==> src/rtl/song_pkg.sv <==
// ---------------------------------------------------------------------------
// song_pkg
// Shared definitions for the song sequencer: where each field sits in a
// 16-bit song ROM word, the note number used for a rest, and the sequencer
// FSM state type.
// ---------------------------------------------------------------------------
package song_pkg;

    // ROM word layout: [15] chord flag, [14:9] note, [8:3] duration,
    // [2:0] reserved and ignored by the sequencer.
    localparam int CHORD_BIT = 15;
    localparam int NOTE_MSB  = 14;
    localparam int NOTE_LSB  = 9;
    localparam int DUR_MSB   = 8;
    localparam int DUR_LSB   = 3;

    // Note number that means silence.
    localparam int REST_NOTE = 0;

    typedef enum logic [2:0] {
        ST_IDLE,
        ST_FETCH,
        ST_WAIT,
        ST_DECODE,
        ST_PLAY,
        ST_ADVANCE,
        ST_DONE
    } state_t;

endpackage

==> src/rtl/beat_counter.sv <==
// ---------------------------------------------------------------------------
// beat_counter
// Counts beat ticks while a note is sounding. terminal is high when the count
// has reached limit-1, so the beat that arrives while terminal is high is the
// last beat of the note. Because the count only climbs to limit-1 before the
// note ends, a limit of 2^DUR_W-1 never wraps the counter.
//
// Ports:
//   clk      system clock
//   rst_n    asynchronous active-low reset
//   clear    synchronous clear, wins over enable
//   enable   count one beat this cycle
//   limit    note duration in beats
//   terminal count == limit-1
// ---------------------------------------------------------------------------
module beat_counter #(
    parameter int DUR_W = 6
) (
    input  logic             clk,
    input  logic             rst_n,
    input  logic             clear,
    input  logic             enable,
    input  logic [DUR_W-1:0] limit,
    output logic             terminal
);

    logic [DUR_W-1:0] count;

    // Clear takes priority so that a restart arriving on the same cycle as a
    // beat leaves the counter at zero rather than one.
    always_ff @(posedge clk or negedge rst_n) begin
        if (!rst_n) begin
            count <= '0;
        end else if (clear) begin
            count <= '0;
        end else if (enable) begin
            count <= count + DUR_W'(1);
        end
    end

    // The comparison looks at the current count, so the terminal beat is
    // recognised in the cycle it arrives.
    assign terminal = (count == limit - DUR_W'(1));

endmodule

==> src/rtl/song_sequencer.sv <==
// ---------------------------------------------------------------------------
// song_sequencer
// Walks the song ROM one entry at a time, decodes each entry into a note and a
// duration in beats, hands each note to the note player with a one-cycle
// strobe, and times the note by counting beat ticks. It is the only master of
// the ROM address bus.
//
// Ports:
//   clk        system clock
//   rst_n      asynchronous active-low reset
//   play       level, 1 = run, 0 = pause
//   restart    one-cycle pulse, abort the current note and start at address 0
//   beat       one-cycle beat tick from the tempo divider
//   rom_addr   song ROM read address (registered)
//   rom_data   ROM word returned one cycle after rom_addr changes
//   note       current note number (0 = rest)
//   duration   current note duration in beats
//   new_note   one-cycle strobe, note/duration valid in the same cycle
//   playing    high in every state except IDLE and DONE
//   song_done  one-cycle strobe at end of song
// ---------------------------------------------------------------------------
module song_sequencer
    import song_pkg::*;
#(
    parameter int ADDR_W = 7,
    parameter int NOTE_W = 6,
    parameter int DUR_W  = 6,
    parameter bit LOOP   = 1'b0
) (
    input  logic              clk,
    input  logic              rst_n,
    input  logic              play,
    input  logic              restart,
    input  logic              beat,
    output logic [ADDR_W-1:0] rom_addr,
    input  logic [15:0]       rom_data,
    output logic [NOTE_W-1:0] note,
    output logic [DUR_W-1:0]  duration,
    output logic              new_note,
    output logic              playing,
    output logic              song_done
);

    state_t            state;
    logic [ADDR_W-1:0] ptr;

    logic              entry_chord;
    logic [NOTE_W-1:0] entry_note;
    logic [DUR_W-1:0]  entry_dur;
    logic              unused_rsvd;

    logic              cnt_clear;
    logic              cnt_enable;
    logic              cnt_terminal;
    logic              last_beat;

    // Field extraction from the ROM word. The reserved bits are folded into a
    // dummy signal so they are visibly consumed and deliberately ignored.
    assign entry_chord = rom_data[CHORD_BIT];
    assign entry_note  = NOTE_W'(rom_data[NOTE_MSB:NOTE_LSB]);
    assign entry_dur   = DUR_W'(rom_data[DUR_MSB:DUR_LSB]);
    assign unused_rsvd = ^rom_data[DUR_LSB-1:0];

    // The counter restarts at every decode so each note times from zero, and
    // a restart wipes it regardless of state. Beats only count in PLAY while
    // running; a paused sequencer ignores them.
    assign cnt_clear  = restart || (state == ST_DECODE);
    assign cnt_enable = (state == ST_PLAY) && play && beat;
    assign last_beat  = cnt_enable && cnt_terminal;

    beat_counter #(
        .DUR_W (DUR_W)
    ) u_beat_counter (
        .clk      (clk),
        .rst_n    (rst_n),
        .clear    (cnt_clear),
        .enable   (cnt_enable),
        .limit    (duration),
        .terminal (cnt_terminal)
    );

    // Sequencer FSM with registered outputs. Restart is checked before the
    // state case so it beats both a coincident beat and a note expiring.
    // FETCH and WAIT ignore play so an issued ROM read always lands; the
    // pause then takes hold in DECODE, which waits for play before decoding
    // exactly once. playing is written alongside every state change so it
    // always reflects the state being entered.
    always_ff @(posedge clk or negedge rst_n) begin
        if (!rst_n) begin
            state     <= ST_IDLE;
            ptr       <= '0;
            rom_addr  <= '0;
            note      <= '0;
            duration  <= '0;
            new_note  <= 1'b0;
            song_done <= 1'b0;
            playing   <= 1'b0;
        end else begin
            new_note  <= 1'b0;
            song_done <= 1'b0;
            if (restart) begin
                ptr     <= '0;
                note    <= NOTE_W'(REST_NOTE);
                state   <= play ? ST_FETCH : ST_IDLE;
                playing <= play;
            end else begin
                case (state)
                    ST_IDLE: begin
                        if (play) begin
                            state   <= ST_FETCH;
                            playing <= 1'b1;
                        end
                    end
                    ST_FETCH: begin
                        rom_addr <= ptr;
                        state    <= ST_WAIT;
                    end
                    ST_WAIT: begin
                        state <= ST_DECODE;
                    end
                    ST_DECODE: begin
                        if (play) begin
                            if (entry_dur == '0) begin
                                song_done <= 1'b1;
                                if (LOOP) begin
                                    ptr   <= '0;
                                    state <= ST_FETCH;
                                end else begin
                                    note    <= NOTE_W'(REST_NOTE);
                                    state   <= ST_DONE;
                                    playing <= 1'b0;
                                end
                            end else begin
                                note     <= entry_note;
                                duration <= entry_dur;
                                new_note <= 1'b1;
                                state    <= entry_chord ? ST_ADVANCE : ST_PLAY;
                            end
                        end
                    end
                    ST_PLAY: begin
                        if (last_beat) begin
                            state <= ST_ADVANCE;
                        end
                    end
                    ST_ADVANCE: begin
                        if (play) begin
                            ptr <= ptr + ADDR_W'(1);
                            if (ptr == {ADDR_W{1'b1}}) begin
                                song_done <= 1'b1;
                                if (LOOP) begin
                                    state <= ST_FETCH;
                                end else begin
                                    note    <= NOTE_W'(REST_NOTE);
                                    state   <= ST_DONE;
                                    playing <= 1'b0;
                                end
                            end else begin
                                state <= ST_FETCH;
                            end
                        end
                    end
                    ST_DONE: begin
                        note <= NOTE_W'(REST_NOTE);
                    end
                    default: begin
                        state   <= ST_IDLE;
                        playing <= 1'b0;
                    end
                endcase
            end
        end
    end

endmodule

==> config.mk <==
export PLATFORM = sky130hd
export DESIGN_NAME = song_sequencer
export DESIGN_NICKNAME = d
export VERILOG_FILES = /design/src/rtl/song_pkg.sv /design/src/rtl/beat_counter.sv /design/src/rtl/song_sequencer.sv
export SDC_FILE = /design/constraint.sdc
export NUM_CORES = 1
export LEC_CHECK = 0
export BUFFER_PORTS_ARGS = -buffer_cell sky130_fd_sc_hd__buf_2
export CORE_MARGIN = 2
export CORE_UTILIZATION = 40
export CTS_CLUSTER_SIZE = 25
export DETAILED_ROUTE_END_ITERATION = 7
export PLACE_DENSITY_LB_ADDON = 0.2
export SLEW_MARGIN = 40
export SYNTH_ARGS = -nofsm -noshare
export SYNTH_HDL_FRONTEND = slang
export SYNTH_SLANG_ARGS = --single-unit
==> constraint.sdc <==
create_clock -name clk -period 3.4 [get_ports clk]
set_input_delay 0.68 -clock clk [delete_from_list [all_inputs] [get_ports clk]]
set_output_delay 0.68 -clock clk [all_outputs]
set_load 0.02 [all_outputs]
==> results.toml, run 1 <==
[power]
power_leakage_nw = 1.13
ir_drop_uv = 259
p_per_area_nw_per_um2 = 574

[floorplan]
start_util_pct = 42.0
core-area_um2 = 4790
rows = 25
ios = 43
die_w_um = 74.9
die-area_um2 = 5610
dieHeight_um = 74.9

[setup_path]
r2r_slack_ps = 1260
r2r_start = "state[2]$_DFFE_PN0P_"
required_ps = 3570
end_kind = "flop"
path_class = "reg -> reg"
r2r_cells = 5
startpoint_type = "flop"
rr_endpoint = "state[2]$_DFFE_PN0P_"
critPathCapture = "state[2]$_DFFE_PN0P_"
cp-startpoint = "state[2]$_DFFE_PN0P_"
cp_max_fo = 18
crit_arrival_ps = 2320

[timing]
worst_pin_slew_ps = 716
setup_violations = 0
rsz0062_at_grt = "false"
finClkSkew_ps = 5.91
fmax_mhz = 466
fin_crit_ps = 2140
hold_viol = 0
max_slew_margin_pct = 52.2
period_share_pct = 63.1
slew_viol_final = 0
setup_tns_ps = 0

[finish]
final_util_pct = 49.0
multiInputGateArea_um2 = 983
layout.area.seq_um2 = 951
area.growth.synth_to_final_pct = 16.5
nets = 251
drive_gt1_share_pct = 29.4
fillCellCount = 462
diodes = 0

[run_status]
status = "finished clean"

[placement]
place_congestion = 0.740
dpl.hpwl_mm = 2.76
io_buffers = 39

[clock_tree]
clkTransAtPathRegs_ps = 80
clkSinkCount = 38
root_buffer = "clkbuf_8"
cts_max_level = 2
cts_tree = "yes"
clk_path_buf_depth = 2
post_cts_resized = 0
worstSkewPairLatency_ps = 290
hold_buffers = 0
numCtsBuffers = 5
post_cts_buffers = 0

[synthesis]
syn_inst = 190
ys.flop_type = "dfrtp_1"
synth.net_count = 214
synth_edf_count = 0
synth_async_sr_flop_share_pct = 100
syn_area_um2 = 2010
yosysSeqAreaShare_pct = 47.3
yosys.cell_types.count = 45
yosys_register_bits = 38
ys_warn_count = 0
avgSynthCellArea_um2 = 10.6

[drt]
wl_per_cell_um = 13.3
drc = 0
first_pass_iters = 4
routed_via_density = 5.07
drt_iter0_markers = 57
vias = 1495
postRouteAntennaNets = 0
wl_mm = 3.94

[worst_hold_path]
hold_path.class = "in -> async"

[run]
maxCapViolCount = 0

[global_routing]
grt_pass1_vias = 1485
antenna_found_initial = 0
overflow = 0
grt_util_all_layers_pct = 16.0
grt_max_degree = 39
grt_first_pass_wirelength_mm = 6.79
## cell type report
class / count / share of cell area [%]
multi-input combinational: 133 / 41.9
tap: 67 / 3.58
clock inverter: 1 / 0.213
timing repair buffer: 39 / 8.43
sequential: 38 / 40.6
clock buffer: 7 / 3.68
inverter: 10 / 1.60
## power breakdown
group / switching, mW / internal [mW] / total [mW] / leakage, nW
sequential: 0.0979 / 0.509 / 0.607 / 0.507
combinational: 0.231 / 0.183 / 0.414 / 0.573
clock: 0.160 / 0.164 / 0.323 / 0.0482
total: 0.489 / 0.856 / 1.35 / 1.13
## sequential cells by signal, indices dropped and copies added (netlist names)
| register | flops |
|---|---|
| song_done | 1 |
| ptr | 7 |
| duration | 6 |
| u_beat_counter.count | 6 |
| state | 3 |
| rom_addr | 7 |
| note | 6 |
| playing | 1 |
| new_note | 1 |
## cells by family after synthesis
kind of cell,after synthesis,share of synthesized area (%)
AND/OR/NAND/NOR,66,18.2
flip-flops,38,47.3
multiplexers,22,11.6
AO/OA/AOI/OAI,21,8.08
XOR/XNOR,21,9.14
buffers and inverters,19,3.86
adder cells (fa/ha/maj),3,1.87
## worst max-delay path, stage by stage (launching register included)
cell and delay, ps:
dfrtp_1 750, nand2_1 180, nor4_4 390, nand4_1 130, o41a_1 410, o2bb2ai_1 150
## cell usage after synthesis, types with 2 or more instances
| cell type | count | share of area, % |
|---|---|---|
| mux2_2 | 11 | 6.2 |
| nor4_4 | 2 | 2.1 |
| xnor2_1 | 6 | 2.6 |
| dfrtp_1 | 38 | 47 |
| or4_1 | 2 | 0.75 |
| mux2i_1 | 11 | 5.5 |
| buf_2 | 2 | 0.50 |
| nand3_1 | 2 | 0.50 |
| nor2_1 | 19 | 3.5 |
| inv_1 | 9 | 1.7 |
| and3_1 | 2 | 0.62 |
| xor2_1 | 15 | 6.5 |
| a211oi_1 | 2 | 0.75 |
| o21ai_0 | 6 | 1.5 |
| nand4_1 | 7 | 2.2 |
| a221o_1 | 2 | 1.0 |
| clkbuf_1 | 5 | 0.93 |
| ha_1 | 3 | 1.9 |
| nand2_1 | 20 | 3.7 |
## placed cells by master, fill, tap and decap left out, drive strengths merged, types with 2 or more instances in the layout
cell type  netlist  final
a211oi           2      2
a221o            2      2
and3             2      2
buf              4     39
clkbuf           5      7
dfrtp           38     38
ha               3      3
inv             10     10
mux2            11     11
mux2i           11     11
nand2           20     20
nand3            2      2
nand4            7      7
nor2            20     20
nor3             2      2
nor4             3      3
o21ai            6      6
o31a             2      2
or4              2      2
xnor2            6      6
xor2            15     15
## worst min path at each step
stage | to | cells after the start | from | slack [ps]
4_1_cts | duration[5]$_DFFE_PN0P_ | 1 | rst_n | 370
2_1_floorplan | duration[0]$_DFFE_PN0P_ | 0 | rst_n | 380
3_5_place_dp | rom_addr[2]$_DFFE_PN0P_ | 1 | rom_addr[2]$_DFFE_PN0P_ | 490
6_report | duration[5]$_DFFE_PN0P_ | 1 | rst_n | 350
3_3_place_gp | rom_addr[6]$_DFFE_PN0P_ | 1 | rom_addr[6]$_DFFE_PN0P_ | 490
5_1_grt | duration[5]$_DFFE_PN0P_ | 1 | rst_n | 390
## stage by stage
| stage | hold slack, ps | area [µm²] | worst slack [ps] | std cells | power (mW) |
|---|---|---|---|---|---|
| final | 345 | 2340 | 1260 | 295 | 1.35 |
| after global routing | 388 | 2340 | 1050 | 295 | 1.44 |
| after CTS | 368 | 2340 | 1250 | 295 | 1.36 |
| after detailed placement | 491 | 2250 | 1120 | 287 | 1.04 |
| after global placement | 489 | 2250 | 1110 | 287 | 1.03 |
| after floorplan | 384 | 2010 | 1400 | 190 | 0.911 |
## layer usage
| metal | part of all wire, % | wire length, µm | GRT usage (%) |
|---|---|---|---|
| met1 | 46 | 1820 | 20.1 |
| met5 | 0 | 0 | 0 |
| met4 | 2.2 | 87 | 7.94 |
| met3 | 4.7 | 185 | 3.21 |
| met2 | 47 | 1840 | 26.3 |
Power figures use the tool's default switching activity.
==> run 2, diff against run 1 <==
==> constraint.sdc (replaced) <==
create_clock -name clk -period 1.72 [get_ports clk]
set_input_delay 0.344 -clock clk [delete_from_list [all_inputs] [get_ports clk]]
set_output_delay 0.344 -clock clk [all_outputs]
set_load 0.02 [all_outputs]
==> run 2 against run 1 <==
Effect of this change:
- the flow now finishes with violations (setup timing)
- total power rose by 120%
- worst setup slack worse by 1400 ps
- combinational power grew to 2.9 times the previous value
- fmax up 17%
- cell count grew 13%
- design area increased by 16%
- die area stayed put
- clock power grew 93%
- sequential cell count is the same
- sequential power is 88% higher
- core utilization increased by 7.6 points
- non-clock buffer count up 37
- largest cell class unchanged
==> results.toml, run 2 (synthesized netlist as in run 1, its figures left out) <==
[run_status]
status = "finished with violations"
failed_checks = "setup timing"

[finish]
layout_common_cells = "buf_2 (39), dfrtp_1 (34), buf_4 (34)"
nets = 288
diodes = 0
final_util_pct = 56.6
final_common_cell = "buf_2"
area.growth.synth_to_final_pct = 34.6
fillCellCount = 455
top_regs = "ptr (7), rom_addr (7)"
drive_gt1_share_pct = 44.2
final_cell_area_um2 = 2710

[timing]
finClkSkew_ps = 4.17
setup_violations = 3
fmax_mhz = 544
fin_ws_ps = -117
slew_viol_final = 0
hold_viol = 0
worst_pin_slew_ps = 472
period_share_pct = 107
rsz0062_at_grt = "true"
max_slew_margin_pct = 68.3
fin_crit_ps = 1840

[drt]
routed_via_density = 4.88
dr_wl_met3_um = 154
wl_per_cell_um = 12.8
drc = 0
drt_iter0_markers = 28
postRouteAntennaNets = 0
vias = 1619
wl_met1_mm = 1.97
top_layer = "met4"
wl_met2_mm = 2.06
first_pass_iters = 4
wl_mm = 4.26

[power]
power.switching_mw = 1.05
swShare_pct = 35.1
power_leakage_nw = 1.32
p_int_mw = 1.94
ir_drop_uv = 513
pwr-share-seq_pct = 38.2
p_per_area_nw_per_um2 = 1100
comb_power_share_pct = 41.0
p_clk_share_pct = 20.9

[placement]
place_congestion = 0.876
dpl.hpwl_mm = 3.22
io_buffers = 39
place_area_um2 = 2550

[floorplan]
core-area_um2 = 4790
dieHeight_um = 74.9
ios = 43
start_util_pct = 42.0
rows = 25
die-area_um2 = 5610
die_w_um = 74.9

[worst_hold_path]
holdPathStages = 3
hold_path.class = "in -> reg"

[global_routing]
grt_util_all_layers_pct = 17.7
grt_max_degree = 22
grt_pass1_vias = 1653
overflow = 0
grt_first_pass_wirelength_mm = 7.42
antenna_found_initial = 0

[setup_path]
crit_arrival_ps = 2010
required_ps = 1890
cp_max_fo = 3
r2r_cells = 5
end_kind = "flop"
path_class = "reg -> reg"
r2r_slack_ps = -120
startpoint_type = "flop"

[clock_tree]
clkSinkCount = 38
cts_tree = "yes"
numCtsBuffers = 5
cts_max_level = 2
root_buffer = "clkbuf_8"
worstSkewPairLatency_ps = 290
clk_path_buf_depth = 2
clkTransAtPathRegs_ps = 70

[run]
maxCapViolCount = 0
-- run 2: power by group through the flow --
stage               Clock [mW]  Sequential, mW  Combinational (mW)
global placement             0            1.14                1.17
finish                   0.623            1.14                1.22
floorplan                    0            1.27               0.576
detailed placement           0            1.15                1.19
global route             0.690            1.16                1.35
CTS                      0.647            1.14                1.21
-- run 2: stage by stage --
stage	instances	setup TNS, ps	hold slack, ps	power (mW)	worst slack [ps]
final	332	-336	282	2.98	-117
after global routing	332	-471	294	3.20	-160
after CTS	331	-312	274	3.00	-110
after detailed placement	322	-1800	312	2.34	-139
after global placement	322	-1640	304	2.31	-127
after floorplan	190	-52.5	48.4	1.85	-27.8
-- run 2: timing repair --
| action | 4_1_cts | 5_1_grt |
|---|---|---|
| pin swaps | 0 | 2 |
| hold endpoints to repair | 17 | 0 |
| setup endpoints to repair | 3 | 14 |
| setup buffers | 0 | 1 |
| resized for setup | 3 | 9 |
| hold buffers | 1 | 0 |
-- run 2: worst paths after layout --
path	from	to
setup / recovery	duration[1]$_DFFE_PN0P_	state[2]$_DFFE_PN0P_
setup reg to reg	duration[1]$_DFFE_PN0P_	state[2]$_DFFE_PN0P_
max in group asynchronous	rst_n	duration[0]$_DFFE_PN0P_
min in group asynchronous	rst_n	new_note$_DFF_PN0_
hold reg to reg	rom_addr[6]$_DFFE_PN0P_	rom_addr[6]$_DFFE_PN0P_
hold / removal	rom_data[13]	note[4]$_DFFE_PN0P_
-- run 2: area by class of cell --
cell class              instances  area (µm²)  area share [%]
multi-input cells             133        1050            38.7
well taps                      67        83.8            3.09
flip-flops and latches         38         956            35.3
inverters                      10        37.5            1.39
clock inverters                 1        5.00           0.185
repair buffers                 76         492            18.2
clock buffers                   7        86.3            3.19
-- run 2: worst max-delay path, cell delays in order, from the launching register on --
cell and delay, ps:
dfrtp_2 420, or4_4 540, nor2_4 100, xnor2_1 90, o41a_1 420, o2bb2ai_2 160
-- run 2: routing by layer --
metal	vias up	track usage (%)
met2	31	29.4
met4	0	7.94
met1	769	21.9
li1	811	-
met5	-	0
met3	8	4.28
==> run 3, diff against run 2 <==
--- a/config.mk
+++ b/config.mk
@@ -6,7 +6,6 @@
 export NUM_CORES = 1
 export LEC_CHECK = 0
 export BUFFER_PORTS_ARGS = -buffer_cell sky130_fd_sc_hd__buf_2
-export CORE_MARGIN = 2
 export CORE_UTILIZATION = 40
 export CTS_CLUSTER_SIZE = 25
 export DETAILED_ROUTE_END_ITERATION = 7
@@ -14,4 +13,5 @@
 export SLEW_MARGIN = 40
 export SYNTH_ARGS = -nofsm -noshare
 export SYNTH_HDL_FRONTEND = slang
+export SYNTH_HIERARCHICAL = 1
 export SYNTH_SLANG_ARGS = --single-unit
==> run 3 against run 2 <==
Effect of this change:
- the run still ends with setup timing left
- clock skew up 3.5 ps
- critical endpoint is now state[0]$_DFFE_PN0P_
- total power up 18%
- largest cell class unchanged
- first-iteration DRC count rose to 3.3 times the previous value
- global-route usage up 0.87 points
==> results.toml, run 3 <==
[synthesis]
synth_most_common_cell = "dfrtp_1"
syn_inst = 201
synth_edf_count = 0
synth_async_sr_flop_share_pct = 100
synth_area_leaders = "dfrtp_1 (45%), xor2_1 (5.8%), mux2_2 (4.8%)"
yosysTopAreaCell = "dfrtp_1"
netlist.area_leader.share_pct = 44.9
synth_fa_ha_area_share_pct = 1.77
synth-simple-area-share_pct = 18.0
yosys_register_bits = 38
synth.net_count = 225
avgSynthCellArea_um2 = 10.5
synthTopCellsByCount = "dfrtp_1 (38), nor2_1 (16), xor2_1 (14)"
yosys.cell_types.count = 49
synth_top_family_by_area = "simple AND/OR/NAND/NOR gates"
synth_compound_area_share_pct = 10.5
synth_mux_area_share_pct = 13.2
yosysSeqAreaShare_pct = 44.9
ys.flop_type = "dfrtp_1"
ys_warn_count = 6
synth-xor-area-share_pct = 7.86
syn_area_um2 = 2120

[clock_tree]
worstSkewPairLatency_ps = 290
clk_path_buf_depth = 2
numCtsBuffers = 5
root_buffer = "clkbuf_8"
clkSinkCount = 38
cts_max_level = 2
cts_tree = "yes"
clkTransAtPathRegs_ps = 80

[floorplan]
core-area_um2 = 5110
die_w_um = 74.8
rows = 26
ios = 43
start_util_pct = 41.5
die-area_um2 = 5590
dieHeight_um = 74.8

[setup_path]
end_kind = "flop"
startpoint_type = "flop"
crit_arrival_ps = 2120
cp_max_fo = 3
r2r_start = "duration[1]$_DFFE_PN0P_"
path_buf_inv = 1
cp_cell_sequence = "inv_2 -> ha_4 -> nand2b_4 -> o211a_1 -> o31a_1 -> nor3_2 -> a21boi_1 -> o21ai_2 -> nand2_1 -> o31ai_1"
critPathSlowestCell = "dfrtp_2"
cp_slowest_stage_delay_ps = 410
required_ps = 1930
path_class = "reg -> reg"
critPathTopFamily = "compound AO/OA/AOI/OAI gates"
cp-startpoint = "duration[1]$_DFFE_PN0P_"

[drt]
routed_via_density = 5.00
first_pass_iters = 4
wl_per_cell_um = 13.5
drt_iter0_markers = 92
wl_mm = 4.73
vias = 1749
drc = 0
postRouteAntennaNets = 0

[finish]
final_cell_area_um2 = 2830
top_regs = "ptr (7), rom_addr (7)"
final_util_pct = 55.4
area.growth.synth_to_final_pct = 33.6
final_common_cell = "buf_4"
layout_common_cells = "buf_4 (40), buf_2 (39), dfrtp_1 (36)"
diodes = 0
nets = 303
drive_gt1_share_pct = 42.9

[global_routing]
grt_pass1_vias = 1655
grt_first_pass_wirelength_mm = 7.82
grt_max_degree = 23
overflow = 0
grt_util_all_layers_pct = 18.6
antenna_found_initial = 0

[timing]
finClkSkew_ps = 7.69
rsz0062_at_grt = "true"
setup_violations = 7
slew_viol_final = 0
fmax_mhz = 522
fin_ws_ps = -197
fin_crit_ps = 1920
hold_viol = 0
max_slew_margin_pct = 71.6
period_share_pct = 111
setup_tns_ps = -613
worst_pin_slew_ps = 427

[placement]
io_buffers = 39
dpl.hpwl_mm = 3.49
place_area_um2 = 2700
place_ws_ps = -346
place_congestion = 0.904

[run_status]
failed_checks = "setup timing"
status = "finished with violations"

[worst_hold_path]
hold_path.class = "in -> reg"
hold_start = "rom_data[3]"

[power]
p_per_area_nw_per_um2 = 1240
ir_drop_uv = 627
power_leakage_nw = 1.41
finalPower_mw = 3.51

[run]
maxCapViolCount = 0
## run 3: worst paths after layout
path / endpoint / slack (ps) / cells after the start
max in group asynchronous: u_beat_counter/count[2]$_DFFE_PN0P_ / 740 / 3
min in group asynchronous: note[2]$_DFFE_PN0P_ / 520 / 2
min: duration[0]$_DFFE_PN0P_ / 290 / 2
min reg2reg: rom_addr[3]$_DFFE_PN0P_ / 500 / 1
max: state[0]$_DFFE_PN0P_ / -200 / 10
max reg2reg: state[0]$_DFFE_PN0P_ / -200 / 10
## run 3: kinds of logic (layout without fill, tap and decap cells)
logic type | Yosys count | count (layout)
compound gates | 32 | 32
xor+xnor | 19 | 19
fa+ha+maj | 3 | 3
buf+inv | 17 | 96
flops | 38 | 38
mux | 23 | 23
simple gates | 69 | 69
## run 3: routing by layer
metal | vias to the layer above | share of wire [%] | GRT usage, %
li1 | 875 | - | -
met1 | 819 | 50 | 26.2
met2 | 44 | 45 | 28.1
met3 | 11 | 3.6 | 4.02
met4 | 0 | 1.8 | 6.92
met5 | - | 0 | 0
## run 3: layout make-up
type                            instances  area [µm²]
Sequential cell                        38         953
Fill cell                             483        2280
Inverter                                7        26.3
Clock inverter                          3        21.3
Timing Repair Buffer                   81         526
Multi-Input combinational cell        146        1150
Clock buffer                            5        68.8
Tap cell                               70        87.6
## run 3: timing repair
item,in CTS,in global routing
hold endpoints to repair,16,0
gates resized for setup,3,2
cloned,0,0
hold buffers,1,0
buffers inserted,0,1
pin swaps,6,1
setup endpoints to repair,12,18
## run 3: per-stage QoR
step / hold slack [ps] / std cells
floorplan: 48.4 / 201
global placement: 310 / 340
detailed placement: 314 / 340
CTS: 280 / 349
global route: 291 / 350
finish: 287 / 350
## run 3: where the power goes
group          total (mW)  internal [mW]  switching (mW)
combinational        1.69          0.818           0.872
sequential           1.20           1.05           0.151
clock               0.625          0.285           0.340
total                3.51           2.15            1.36
